--- src/rtl/t_pulse_gen.sv ---
// t_pulse_gen: programmable toggle-enable sequencer for a downstream T flip-flop.
// A start request latches a spacing divider and a pulse count. The block then
// emits `count` single-cycle T pulses spaced div+1 clocks apart and ends the run
// with a one-cycle done strobe.
//
// Optional feature: define T_PULSE_GEN_ABORT_EN to add the `abort` input, which
// ends a run early.
//
// Ports:
//   clk     - rising-edge clock, shared with the TFF stage
//   reset_n - asynchronous active-low reset; clears all outputs immediately
//   start   - run request; sampled only when ready for a new run
//   div     - pulse spacing minus one; latched on an accepted start
//   count   - number of T pulses; latched on an accepted start
//   abort   - (T_PULSE_GEN_ABORT_EN only) end the current run early
//   T       - registered single-cycle toggle enable to the TFF
//   busy    - registered, high while a run is in progress
//   done    - registered one-cycle completion strobe
module t_pulse_gen #(
    parameter int unsigned DIV_W = 8,
    parameter int unsigned CNT_W = 8
) (
    input  logic             clk,
    input  logic             reset_n,
    input  logic             start,
    input  logic [DIV_W-1:0] div,
    input  logic [CNT_W-1:0] count,
`ifdef T_PULSE_GEN_ABORT_EN
    input  logic             abort,
`endif
    output logic             T,
    output logic             busy,
    output logic             done
);

    typedef enum logic [1:0] {IDLE, RUN, DONE} state_t;

    state_t           state, state_nxt;
    logic [DIV_W-1:0] div_q, div_nxt;
    logic [DIV_W-1:0] presc, presc_nxt;
    logic [CNT_W-1:0] rem, rem_nxt;
    logic             t_nxt;
    logic             abort_req;

`ifdef T_PULSE_GEN_ABORT_EN
    assign abort_req = abort;
`else
    assign abort_req = 1'b0;
`endif

    always_comb begin
        state_nxt = state;
        div_nxt   = div_q;
        presc_nxt = presc;
        rem_nxt   = rem;
        t_nxt     = 1'b0;
        case (state)
            IDLE: begin
                if (start) begin
                    state_nxt = RUN;
                    div_nxt   = div;
                    rem_nxt   = count;
                    presc_nxt = '0;
                end
            end
            RUN: begin
                if (rem == '0) begin
                    state_nxt = DONE;
                end else if (abort_req) begin
                    // Abort empties the pulse budget; the rem==0 path then
                    // closes the run on the next edge, so done follows a cycle later.
                    rem_nxt   = '0;
                    presc_nxt = '0;
                end else if (presc == div_q) begin
                    t_nxt     = 1'b1;
                    rem_nxt   = rem - CNT_W'(1);
                    presc_nxt = '0;
                end else begin
                    presc_nxt = presc + DIV_W'(1);
                end
            end
            DONE: begin
                // The edge ending the done strobe doubles as the idle sampling
                // point, so back-to-back runs restart without a dead cycle.
                if (start) begin
                    state_nxt = RUN;
                    div_nxt   = div;
                    rem_nxt   = count;
                    presc_nxt = '0;
                end else begin
                    state_nxt = IDLE;
                end
            end
            default: state_nxt = IDLE;
        endcase
    end

    always_ff @(posedge clk or negedge reset_n) begin
        if (!reset_n) begin
            state <= IDLE;
            div_q <= '0;
            presc <= '0;
            rem   <= '0;
            T     <= 1'b0;
            busy  <= 1'b0;
            done  <= 1'b0;
        end else begin
            state <= state_nxt;
            div_q <= div_nxt;
            presc <= presc_nxt;
            rem   <= rem_nxt;
            T     <= t_nxt;
            busy  <= (state_nxt == RUN);
            done  <= (state_nxt == DONE);
        end
    end

endmodule
--- config.mk ---
export PLATFORM = sky130hd
export DESIGN_NAME = t_pulse_gen
export DESIGN_NICKNAME = d
export VERILOG_FILES = /design/src/rtl/t_pulse_gen.sv
export SDC_FILE = /design/constraint.sdc
export NUM_CORES = 1
export LEC_CHECK = 0
export BUFFER_PORTS_ARGS = -buffer_cell sky130_fd_sc_hd__buf_2
export CAP_MARGIN = 0
export CORE_ASPECT_RATIO = 0.75
export CORE_MARGIN = 10
export CORE_UTILIZATION = 60
export DETAILED_ROUTE_END_ITERATION = 10
export PLACE_DENSITY_LB_ADDON = 0.2
export RECOVER_POWER = 25
export SETUP_SLACK_MARGIN = 0.3
export SYNTH_ARGS = -nofsm -noshare
export SYNTH_HDL_FRONTEND = slang
export SYNTH_SLANG_ARGS = --single-unit
--- constraint.sdc ---
create_clock -name clk -period 4.8 [get_ports clk]
set_clock_uncertainty 0.2 [all_clocks]
set_input_delay 0.96 -clock clk [delete_from_list [all_inputs] [get_ports clk]]
set_output_delay 0.96 -clock clk [all_outputs]
set_load 0.01 [all_outputs]
After elaboration in Yosys (flattened, before gate mapping):

Index checks and enable logic that the tools add are counted.

* bits in registers: 29
* input bits: 19

* add/subtract/negate cells: 2
* eq/ne operators: 8
* muxes and demuxes: 15
* reductions and logical operators: 7

Operator list (count)
* two-way mux 8 bit: 6
* one-hot mux 8 bit (2 select lines): 2
* adder 8 x 1 -> 8 bit (second input constant): 1
* equality test 8 bit: 1
* logical NOT 8 bit: 1
* subtractor 8 x 1 -> 8 bit (second input constant): 1
* one-hot mux 2 bit (3 select lines): 1
* equality test 2 x 1 -> 1 bit (second input constant): 2
* equality test 2 bit (second input constant): 2
* two-way mux 1 bit: 4
* two-way mux 2 bit: 2
* != test 2 bit (second input constant): 2
* AND reduction 4 bit: 1
* AND reduction 3 bit: 1
* logical NOT 2 bit: 1
* != test 2 x 1 -> 1 bit (second input constant): 1
* AND reduction 2 bit: 1
* nonzero test 2 bit: 1
* OR reduction 2 bit: 1

Longest topological paths before layout:

* depth in word-level cells: 4
* gate-level depth with buffers: 7
* mapped depth without buffers: 6

Least setup slack after synthesis:

No wires, ideal clock.

* path kind: input to register
* from: in start
* to: reg rem[4]
* arrival time: 1.892 ns
* required time: 4.472 ns
* slack: 2.580 ns
* cell stages on the path: 5
* path buffers: 2
* cells stage by stage: nor2b_1 > buf_1 > a31oi_1 > buf_2 > o21ai_0

* cells in the longest elaborated chain, start to end: 2

RTL lines
* from (decl): line 25 `input logic start,`
* != test 2 x 1 -> 1 bit (no source line)
* AND reduction 4 bit (no source line)
* to (signal assigned): line 111 `rem <= rem_nxt;`
* to (decl): line 41 `logic [CNT_W-1:0] rem, rem_nxt;`

Every way passes these cells.
A chain may end at the register's enable or synchronous reset.

Final worst setup path:

* from: reg rem[3]
* to: reg rem[5]

* cells in the longest elaborated chain, start to end: 4
* elaborated cells on any way between the ends: 7
* those cells by class: add/sub (1); eq/ne (1); mux (3); reduce/logical (2)

RTL lines
* subtractor 8 x 1 -> 8 bit: line 76 `rem_nxt = rem - CNT_W'(1);`
* two-way mux 8 bit: line 74 `end else if (presc == div_q) begin`
* two-way mux 8 bit: line 67 `if (rem == '0) begin`
* one-hot mux 8 bit (2 select lines): line 57 `case (state)`

Parallel ways exist; a longest one is shown, timed or not. The select of a mux whose other input is x is not followed.

==> reports/metrics.csv <==
metric;value;unit
grt_max_degree;30;
wl_per_cell;14.9;microns
yosysTopAreaCell;dfrtp_1;
cts_tree;done;
numCtsBuffers;5;
drt-initial-drc-count;111;
synth_cells;167;
yosys_warnings;0;
postCtsSetupRepairBufs;0;
num_vias;1243;
ctsHoldBuffers;0;
fin_setup_tns;0;ps
port-buffer-count;21;
cp.arrival;2490;ps
drt-pass1-iter-count;4;
drv_slew;30;
peakVddDrop;416;uV
grt_pass1_vias;1243;
rows;15;
finalSetupViolations;0;
grt_usage;13.7;%
hold_class;reg -> reg;
post_cts_resized;0;
clock_latency;330;ps
fp.dieW;78.3;microns
worstPathRequired;4760;ps
period_share;52.8;%
fmax;395;MHz
die-area;4990;sq um
initial_core_util;64.8;%
grt_pass1_wl;5.59;mm
clk_pin_slew;100;ps
drc;0;
antenna_found_initial;0;
place_congestion;0.779;
crit_type;reg -> reg;
status;complete, but fails checks;
final_hold_viol_count;0;
postRouteAntennaNets;0;
rsz0062_at_grt;no;
clockBufferDepth;2;
synth_async_sr_flop_share;100;%
relSlewSlack;-2.32;%
end_kind;register;
clock-root-buffer;clkbuf_4;
cts_max_level;2;
tightest_slew;1530;ps
synth.area.top_cells;dfrtp_1 47%, nand2_1 12%, xor2_1 4.6%;
p_leak;0.862;nW
synth_area;1530;sq um
synth_top_area_share;47.4;%
io_pins;22;
ys_ff_latch;29;
synth_top_flop_cell;dfrtp_1;
violations;capacitance limit, slew limit;
synth_nets;189;
synth_edf_count;0;
drive_gt1_share;19.0;%
period_minus_slack;2530;ps
dpl.hpwl;2.34;mm
viasPerCell;5.57;
holdWs;310;ps
nFillCells;186;
fin_nets;210;
die_y;63.8;microns
ys_seq_area_share;47.4;%
synth_cell_types;32;
cp_max_fo;15;
syn_to_final_growth;14.2;%
coreArea;2360;sq um
cp-start-kind;register;
cap_violations;1;
drt-total-wl;3.32;mm
grt_overflow_total;0;
num_antenna_cells;0;
syn_area_per_cell;9.17;sq um
cts_sinks;29;
power_density;679;nW/um^2
[placed cells by master, fill, tap and decap left out, drive strengths merged, types with 3 or more instances in the layout]
master,n
nor2,8
mux2i,6
clkbuf,6
dfrtp,29
nand2b,3
nor3,3
xor2,8
xnor2,6
a21oi,4
o21ai,11
nand3,6
o32ai,3
inv,4
nand2,50
ha,3
buf,20
[cell families (layout without fill, tap and decap cells)]
kind of cell	after synthesis	in the layout	share of synthesized area [%]
xor gates and xnor gates	14	14	8.01
buffers and inverters	11	33	3.02
muxes	6	6	3.92
and+or+nand+nor	79	79	24.0
adders and majority gates	3	3	2.45
DFF	29	29	47.4
AOI/OAI and AO/OA	25	25	11.2
[per-layer routing]
| metal | GRT usage [%] | vias to the layer above | share of wire (%) |
|---|---|---|---|
| met5 | 0 | - | 0 |
| met4 | 5.13 | 0 | 2.2 |
| met3 | 6.15 | 9 | 7.8 |
| met2 | 20.8 | 45 | 46 |
| met1 | 16.7 | 590 | 44 |
| li1 | - | 599 | - |
[registers in the layout, indices dropped and copies added (netlist names)]
name / count
state: 2
busy: 1
done: 1
presc: 8
div_q: 8
rem: 8
T: 1
[report_power, final]
part	leakage, nW	total, mW	switching [mW]	internal, mW
Sequential	0.366	0.460	0.117	0.343
Clock	0.0552	0.251	0.0901	0.161
Combinational	0.440	0.476	0.272	0.203
Total	0.862	1.19	0.479	0.708
[stage by stage]
| step | setup slack (ps) | area [sq um] | utilization (%) | power [mW] | cells |
|---|---|---|---|---|---|
| finish | 2270 | 1750 | 74.0 | 1.19 | 223 |
| CTS | 2280 | 1750 | 74.0 | 1.19 | 223 |
| floorplan | 2580 | 1530 | - | 0.825 | 167 |
| detailed placement | 1920 | 1650 | 69.7 | 0.931 | 215 |
| global placement | 2100 | 1650 | 69.7 | 0.900 | 215 |
| global route | 2030 | 1750 | 74.0 | 1.28 | 223 |
[area by class of cell]
type	count	area (sq um)	area share [%]
Clock buffer	5	37.5	2.15
Multi-Input combinational cell	127	759	43.4
Tap cell	34	42.5	2.43
Sequential cell	29	726	41.5
Timing Repair Buffer	21	104	5.94
Inverter	4	15.0	0.858
Clock inverter	3	65.1	3.72
[worst max-delay path: stages, from the launching register on]
cell,delay [ps]
dfrtp_1,450
nor3_2,370
a41oi_2,240
a31oi_1,840
o21ai_0,260
[worst paths after layout]
check | depth (start not counted) | endpoint | slack [ps] | start
setup / recovery | 4 | rem[5] | 2270 | rem[3]
hold / removal | 2 | div_q[3] | 310 | div_q[3]
setup reg to reg | 4 | rem[5] | 2270 | rem[3]
hold reg to reg | 2 | div_q[3] | 310 | div_q[3]
max in group asynchronous | 1 | presc[7] | 2710 | reset_n
min in group asynchronous | 1 | rem[6] | 790 | reset_n
[Yosys cell counts (all sizes together), types with 2 or more instances]
library cell,instances
nand2,50
ha,3
inv,4
nand3,6
nor2,8
a31oi,2
o32ai,3
nor3,3
or2,2
buf,3
clkbuf,4
nor4,2
a21oi,4
dfrtp,29
o211ai,2
xor2,8
o21ai,11
nand2b,3
xnor2,6
mux2i,6
Power figures use the tool's default switching activity.
